===== src/rtl/vx_mem_rsp_pkg.sv =====
// Shared helpers for the memory response demux: port-index width
// derivation used by the top and anything that builds tags for it.
package vx_mem_rsp_pkg;

  // Number of tag LSBs that carry the requester index.
  function automatic int sel_bits(input int n);
    return (n > 1) ? $clog2(n) : 0;
  endfunction

  // Width of a vector able to hold the index; never zero so it can be declared.
  function automatic int sel_vec_width(input int n);
    return (n > 1) ? $clog2(n) : 1;
  endfunction

  // Tag width left after the index bits are stripped off.
  function automatic int out_tag_width(input int tag_w, input int n);
    return tag_w - sel_bits(n);
  endfunction

endpackage


===== src/rtl/vx_rsp_elastic_buf2.sv =====
// Generic 2-entry elastic buffer (circular, wr/rd pointer + count).
// Outputs are driven from registers only: in_ready depends on count alone,
// and out_data comes straight out of storage, so no combinational path
// crosses from the input side to the output side or back.
//
// Handshake: a transfer happens on a rising edge where valid and ready are
// both high; the sender holds valid and payload stable until that edge.
module vx_rsp_elastic_buf2 #(
  parameter int WIDTH = 8
) (
  input  logic             clk,
  input  logic             reset,
  input  logic             in_valid,
  input  logic [WIDTH-1:0] in_data,
  output logic             in_ready,
  output logic             out_valid,
  output logic [WIDTH-1:0] out_data,
  input  logic             out_ready,
  output logic [1:0]       count
);

  logic [WIDTH-1:0] mem_q [2];
  logic [WIDTH-1:0] mem_d [2];
  logic             wr_ptr_q;
  logic             wr_ptr_d;
  logic             rd_ptr_q;
  logic             rd_ptr_d;
  logic [1:0]       count_q;
  logic [1:0]       count_d;
  logic             push;
  logic             pop;

  assign in_ready  = (count_q != 2'd2);
  assign out_valid = (count_q != 2'd0);
  assign out_data  = mem_q[rd_ptr_q];
  assign count     = count_q;

  assign push = in_valid & in_ready;
  assign pop  = out_valid & out_ready;

  // Storage write: only the slot at wr_ptr changes, and only on push.
  always_comb begin
    mem_d = mem_q;
    if (push) begin
      mem_d[wr_ptr_q] = in_data;
    end
  end

  // Pointer toggles and occupancy bookkeeping.
  always_comb begin
    wr_ptr_d = wr_ptr_q ^ push;
    rd_ptr_d = rd_ptr_q ^ pop;
    count_d  = count_q;
    case ({push, pop})
      2'b10:   count_d = count_q + 2'd1;
      2'b01:   count_d = count_q - 2'd1;
      default: count_d = count_q;
    endcase
  end

  // Control state; reset drops any buffered entries.
  always_ff @(posedge clk) begin
    if (!reset) begin
      wr_ptr_q <= 1'b0;
      rd_ptr_q <= 1'b0;
      count_q  <= 2'd0;
    end else begin
      wr_ptr_q <= wr_ptr_d;
      rd_ptr_q <= rd_ptr_d;
      count_q  <= count_d;
    end
  end

  // Payload storage is deliberately left out of reset.
  always_ff @(posedge clk) begin
    mem_q <= mem_d;
  end

  // Occupancy can never reach the unused encoding.
  a_count_range : assert property (@(posedge clk) disable iff (!reset)
    count_q != 2'd3);

  // With two entries the read and write pointers coincide exactly when empty or full.
  a_ptr_consistent : assert property (@(posedge clk) disable iff (!reset)
    ((count_q == 2'd1) == (wr_ptr_q != rd_ptr_q)));

endmodule


===== src/rtl/vx_mem_rsp_demux.sv =====
// Memory response demux: buffers the single response channel and steers
// each response to the requester named by the low tag bits, forwarding the
// tag with those bits removed. Order is strictly FIFO across all ports, so a
// stalled head blocks responses for every other port.
//
// Handshake: rsp_in transfers on an edge with rsp_in_valid & rsp_in_ready;
// port i transfers on an edge with rsp_out_valid[i] & rsp_out_ready[i].
// Ready on a port whose valid is low has no effect.
module vx_mem_rsp_demux
  import vx_mem_rsp_pkg::*;
#(
  parameter int NUM_REQS   = 4,
  parameter int DATA_WIDTH = 512,
  parameter int TAG_WIDTH  = 8,
  localparam int SEL_BITS      = sel_bits(NUM_REQS),
  localparam int OUT_TAG_WIDTH = out_tag_width(TAG_WIDTH, NUM_REQS)
) (
  input  logic                     clk,
  input  logic                     reset,
  input  logic                     rsp_in_valid,
  input  logic [DATA_WIDTH-1:0]    rsp_in_data,
  input  logic [TAG_WIDTH-1:0]     rsp_in_tag,
  output logic                     rsp_in_ready,
  output logic [NUM_REQS-1:0]      rsp_out_valid,
  output logic [DATA_WIDTH-1:0]    rsp_out_data,
  output logic [OUT_TAG_WIDTH-1:0] rsp_out_tag,
  input  logic [NUM_REQS-1:0]      rsp_out_ready,
  output logic [1:0]               occupancy
);

  localparam int SEL_W = sel_vec_width(NUM_REQS);

  typedef struct packed {
    logic [DATA_WIDTH-1:0] data;
    logic [TAG_WIDTH-1:0]  tag;
  } entry_t;

  localparam int ENTRY_W = $bits(entry_t);

  entry_t             in_entry;
  entry_t             head_entry;
  logic [ENTRY_W-1:0] head_bits;
  logic               head_valid;
  logic               head_ready;
  logic [SEL_W-1:0]   sel;
  logic               sel_ok;

  assign in_entry.data = rsp_in_data;
  assign in_entry.tag  = rsp_in_tag;
  assign head_entry    = entry_t'(head_bits);

  vx_rsp_elastic_buf2 #(
    .WIDTH (ENTRY_W)
  ) u_buf (
    .clk       (clk),
    .reset     (reset),
    .in_valid  (rsp_in_valid),
    .in_data   (in_entry),
    .in_ready  (rsp_in_ready),
    .out_valid (head_valid),
    .out_data  (head_bits),
    .out_ready (head_ready),
    .count     (occupancy)
  );

  // Port index comes from the head tag LSBs; a single port always uses index 0.
  if (NUM_REQS > 1) begin : g_sel
    assign sel = head_entry.tag[SEL_BITS-1:0];
  end else begin : g_nosel
    assign sel = '0;
  end

  assign sel_ok       = (int'(sel) < NUM_REQS);
  assign rsp_out_data = head_entry.data;
  assign rsp_out_tag  = head_entry.tag[TAG_WIDTH-1:SEL_BITS];

  // One-hot valid toward the selected requester; all low while empty.
  always_comb begin
    rsp_out_valid = '0;
    for (int i = 0; i < NUM_REQS; i++) begin
      rsp_out_valid[i] = head_valid && (int'(sel) == i);
    end
  end

  // Head retires only when the selected port accepts it; an out-of-range
  // index matches no port, so such an entry stays stuck at the head.
  always_comb begin
    head_ready = |(rsp_out_valid & rsp_out_ready);
  end

  // Requester index must name an existing port.
  a_sel_in_range : assert property (@(posedge clk) disable iff (!reset)
    head_valid |-> sel_ok);

  // At most one requester sees valid at a time.
  a_valid_onehot : assert property (@(posedge clk) disable iff (!reset)
    $onehot0(rsp_out_valid));

  // A presented response holds steady until it is taken.
  a_out_stable : assert property (@(posedge clk) disable iff (!reset)
    (head_valid && !head_ready) |=> ($stable(rsp_out_valid) &&
      $stable(rsp_out_data) && $stable(rsp_out_tag)));

endmodule


===== config.mk =====
export PLATFORM = sky130hd
export DESIGN_NAME = vx_mem_rsp_demux
export DESIGN_NICKNAME = d
export VERILOG_FILES = /design/src/rtl/vx_mem_rsp_pkg.sv /design/src/rtl/vx_rsp_elastic_buf2.sv /design/src/rtl/vx_mem_rsp_demux.sv
export SDC_FILE = /design/constraint.sdc
export NUM_CORES = 1
export LEC_CHECK = 0
export BUFFER_PORTS_ARGS = -buffer_cell sky130_fd_sc_hd__buf_2
export CAP_MARGIN = 20
export CORE_AREA = 2 2 406 408
export DETAILED_ROUTE_END_ITERATION = 7
export DIE_AREA = 0 0 408 410
export PLACE_DENSITY_LB_ADDON = 0.2
export SLEW_MARGIN = 20
export SYNTH_ARGS = -nofsm -noshare
export SYNTH_HDL_FRONTEND = slang
export SYNTH_SLANG_ARGS = --single-unit

===== constraint.sdc =====
create_clock -name clk -period 22.8 [get_ports clk]
set_input_delay 5.7 -clock clk [delete_from_list [all_inputs] [get_ports clk]]
set_output_delay 5.7 -clock clk [all_outputs]
set_load 0.01 [all_outputs]

* After elaboration in Yosys (flattened, before gate mapping)
Index checks and enable logic that the tools add are counted.
** Word-level totals
- Register bits after elaboration :: 1044
- Bits of input ports :: 527
- Output and inout port bits :: 525
- Logic and storage cells :: 39
** Cells by class
- $add $sub $neg :: 2
- Order comparisons :: 3
- Equal/unequal tests :: 6
- Mux-type cells :: 7
- Bitwise gates (word level) :: 7
- Reductions and logical operators :: 9
** Operators by type and width (number)
- 2-to-1 mux 520 bit :: 4
- bitwise mux 1040 bit :: 1
- demux 520 bit (select 1 bit) :: 1
- == test 2 bit (second input constant) :: 3
- logical AND 1 bit :: 5
- bitwise AND 4 bit :: 1
- == test 2 x 1 -> 1 bit (second input constant) :: 2
- greater-or-equal comparator 2 bit (second input constant) :: 2
- inverter 1 -> 2 bit :: 2
- case mux 2 bit (2 select lines) :: 1
- nonzero test 2 bit :: 2
- OR reduction 4 bit :: 1
- adder 2 x 1 -> 2 bit (second input constant) :: 1
- bitwise AND 1 bit :: 2
- logical NOT 2 bit :: 1
- less-than comparator 2 x 1 -> 1 bit (second input constant) :: 1
- != test 2 bit (second input constant) :: 1
- subtractor 2 x 1 -> 2 bit (second input constant) :: 1
- bitwise XOR 1 bit :: 2

* Logic depth before layout (Yosys ltp)
- Depth after elaboration :: 11
- Depth in mapped cells :: 8
- Gate-level depth less buffers :: 7

* Cells and area by module
From an unflattened synthesis, not the netlist that was laid out.
** Second synthesis, totals
- Cell total of the unflattened synthesis :: 1650
- Area total of the unflattened synthesis :: 37991.4 um2
** By module, submodules not included
- vx_rsp_elastic_buf2 :: instances 1, cells an instance 1640, area each 37935.1 um2, seq. area each 31310.0 um2
- vx_mem_rsp_demux :: instances 1, cells an instance 10, area each 56.3 um2, seq. area each 0.0 um2

* Worst setup path after synthesis
No wires, ideal clock.
- Path type :: in2reg
- From :: in rsp_in_valid
- To :: reg u_buf.mem_q[0] (netlist bit), enable pin
- Library setup time :: 0.956 ns
- Arrival time :: 17.685 ns
- Required time :: 21.844 ns
- Setup slack :: 4.159 ns
- Stages on the path :: 3
- Buffers on the path :: 0
- Path through :: nand2_1 -> inv_1 -> ha_1
** Between the ends
- Longest elaborated chain between the ends :: 1
** Ends and longest elaborated chain
- start, declared :: line vx_mem_rsp_demux.sv:20 : input logic rsp_in_valid,
- bitwise AND 1 bit :: line vx_rsp_elastic_buf2.sv:38 : assign push = in_valid & in_ready;
- end signal, assigned :: line vx_rsp_elastic_buf2.sv:76 : mem_q <= mem_d;
- end, declared :: line vx_rsp_elastic_buf2.sv:22 : logic [WIDTH-1:0] mem_q [2];
No other way between the ends.
A chain may end at the register's enable or synchronous reset.

* Final worst setup path
- From :: reg u_buf.rd_ptr_q
- To :: out rsp_out_data[413]
** Between the ends
- Longest elaborated chain between the ends :: 4
** Ends and longest elaborated chain
- start, declared :: line vx_rsp_elastic_buf2.sv:26 : logic rd_ptr_q;
- start signal, assigned :: line vx_rsp_elastic_buf2.sv:69 : rd_ptr_q <= rd_ptr_d;
- inverter 1 -> 2 bit (not written as such) :: line vx_rsp_elastic_buf2.sv:35 : assign out_data = mem_q[rd_ptr_q];
- 2-to-1 mux 520 bit (not written as such) (3 in a row) :: line vx_rsp_elastic_buf2.sv:35
- end, declared :: line vx_mem_rsp_demux.sv:25 : output logic [DATA_WIDTH-1:0] rsp_out_data,
No other way between the ends. The select of a mux whose other input is x is not followed.

==> flow_summary.toml <==
[min_path]
hold_depth = 3
min_path_type = "reg -> reg"
min_from = "u_buf.wr_ptr_q"
hold_path_end = "u_buf.wr_ptr_q"

[worst_setup_path]
cp_slowest_stage_delay_ps = 850
cp_common_cell = "buf_4"
crit_buf_inv = 5
crit_type = "reg -> out"
r2r_slack_ps = 18430
crit_family = "buffers and inverters"
startpoint_type = "flip-flop"
required_ps = 17100
r2r_start = "u_buf.count[0]"
r2r_cells = 7
path_cells = "buf_4 -> buf_4 -> buf_4 -> buf_4 -> mux2_2 -> buf_2"
cp-end-kind = "output port"
cp_max_fo = 62
critPathArrivalTime_ps = 5370
r2r_end = "u_buf.mem_q[63]"
critPathSlowestCell = "dfxtp_4"

[global_route]
grt_pass1_wl_mm = 153
antenna_found_initial = 65
grt_max_degree = 149
grt_usage_pct = 12.8
grt_overflow = 0
grt_pass1_vias = 20605

[detailed_routing]
wl_per_cell_um = 22.1
wl_met3_mm = 10.3
drc = 0
wl_mm = 112
dr.pass1.iters = 5
wl_met1_mm = 42.2
route.vias.total = 20070
drtIter0Drc = 998
met2RoutedLength_mm = 56.2
routed.top_layer = "met5"
ant_nets = 0
routed_via_density = 3.95

[place]
dp_slack_ps = 12230
dp_hpwl_mm = 79.5
routabilityCongestion = 0.787
portBuffers = 1051
dpl_cell_area_um2 = 45600
dpl.cell_count = 4849

[floorplan]
start_util_pct = 23.0
ios = 1052
die_y_um = 410
rows = 149
dieWidth_um = 408
die_area_um2 = 167000
core_um2 = 163000

[layout]
fin_nets = 3307
area_growth_pct = 30.8
final_util_pct = 30.1
stdcell_area_um2 = 49300
instances_no_fill = 5078
mostFrequentLayoutCells = "1051 x buf_2, 1040 x edfxtp_1, 518 x mux2_2"
drive_gt1_share_pct = 60.9
layout_commonest_cell = "buf_2"

[sta]
maxClockFrequency_mhz = 90.3
setup_viol = 0
rsz0062_at_grt = "false"
fin_crit_sh_pct = 48.5
tightest_slew_ps = 987
finClkSkew_ps = 23.7
min_period_ps = 11070
max-slew-margin-rel_pct = 34.2
final_hold_viol_count = 0
timing.final.ws_setup_ps = 11730
hold_ws_ps = 636
tns_ps = 0
slew_violations = 0

[power]
switchingPower_mw = 1.82
p_total_mw = 6.01
power_frac_comb_pct = 27.4
p_int_mw = 4.19
p_leak_nw = 17.8
peakVddDrop_mv = 0.0723
p_seq_share_pct = 42.8
clkPwrFrac_pct = 29.8
power.density_nw_per_um2 = 122
swShare_pct = 30.2

[clocking]
clock-sinks = 1044
cts_buffers = 115
post_cts_buffers = 0
root_buffer = "clkbuf_16"
insertion_delay_ps = 740
htreeDepth = 3
cts_max_path_buffers = 3
clkTransAtPathRegs_ps = 60
cts_resized = 0
cts_tree = "yes"
cts_hold_buf = 0

[synthesis]
syn_nets = 2178
synth_cells = 1648
ys_ff_latch = 1044
yosys_warnings = 0
syn_avg_cell_area_um2 = 22.9
synth.distinct_cells = 21
yosysSeqAreaShare_pct = 83.1
netlist_area_um2 = 37700

[flow_run]
drv_cap = 0

[run_status]
status = "finished clean"
-- synthesized netlist by cell type (all sizes together) --
| master | number | area, um^2 |
|---|---|---|
| mux2i | 5 | 62.6 |
| o21bai | 1 | 7.51 |
| dfxtp | 4 | 80.1 |
| and2 | 1 | 6.26 |
| xnor2 | 2 | 17.5 |
| inv | 2 | 7.51 |
| nor2b | 2 | 12.5 |
| mux2 | 518 | 5830 |
| nor2 | 2 | 7.51 |
| o22ai | 1 | 12.5 |
| a21boi | 1 | 7.51 |
| edfxtp | 1040 | 31200 |
| o21ai | 2 | 10.0 |
| buf | 58 | 297 |
| ha | 3 | 37.5 |
| nand2b | 2 | 12.5 |
| or3 | 1 | 6.26 |
| o211a | 1 | 10.0 |
| nand2 | 2 | 7.51 |
-- state kept, by name, indices dropped and copies added (netlist names) --
register / cells
u_buf.mem_q: 1040
u_buf.wr_ptr_q: 1
u_buf.count: 2
u_buf.rd_ptr_q: 1
-- worst max-delay path by stage --
stage                         from                 to  slack, ps  cells after the start
finish              u_buf.rd_ptr_q  rsp_out_data[413]      11730                      6
global route        u_buf.rd_ptr_q  rsp_out_data[413]      11190                      6
CTS                 u_buf.rd_ptr_q  rsp_out_data[409]      11390                      6
detailed placement  u_buf.rd_ptr_q  rsp_out_data[409]      12230                      6
global placement    u_buf.rd_ptr_q  rsp_out_data[409]      12260                      6
floorplan             rsp_in_valid     u_buf.mem_q[0]       4160                      3
-- routing by layer --
layer / track usage [%] / up-vias
met4: 4.67 / 46
met5: 0 / -
met2: 21.8 / 782
li1: - / 8922
met1: 14.3 / 10098
met3: 5.23 / 222
-- area by class of cell --
cell class              instances  area [um^2]
well taps                    2189         2740
diodes                         12         30.0
inverters                       2         7.51
multi-input cells             544         6080
fillers                     16402       114000
clock buffers                 147         3040
repair buffers               1070         5470
flip-flops and latches       1044        31300
clock inverters                70          606
-- worst min-delay path, cell delays in order, from the launching register on --
cell and delay (ps):
dfxtp_1 330, inv_1 100, ha_4 130, nor2b_1 30
-- logic make-up (layout without fill, tap and decap cells) --
family,after synthesis,after routing,share of synthesized area (%)
flip-flops,1044,1044,83.1
AO/OA/AOI/OAI,6,6,0.126
buffers and inverters,60,1289,0.807
XOR/XNOR,2,2,0.0465
multiplexers,523,523,15.7
adder cells (fa/ha/maj),3,3,0.0997
other,0,12,0
AND/OR/NAND/NOR,10,10,0.140
-- power groups by stage --
stage / Clock (mW) / Combinational, mW / Sequential, mW
detailed placement: 0 / 1.69 / 2.62
floorplan: 0 / 0.960 / 2.77
CTS: 1.86 / 1.70 / 2.58
finish: 1.79 / 1.65 / 2.57
global placement: 0 / 1.70 / 2.62
global route: 1.92 / 1.77 / 2.60
Note: power is estimated with default switching activity, not from simulation.
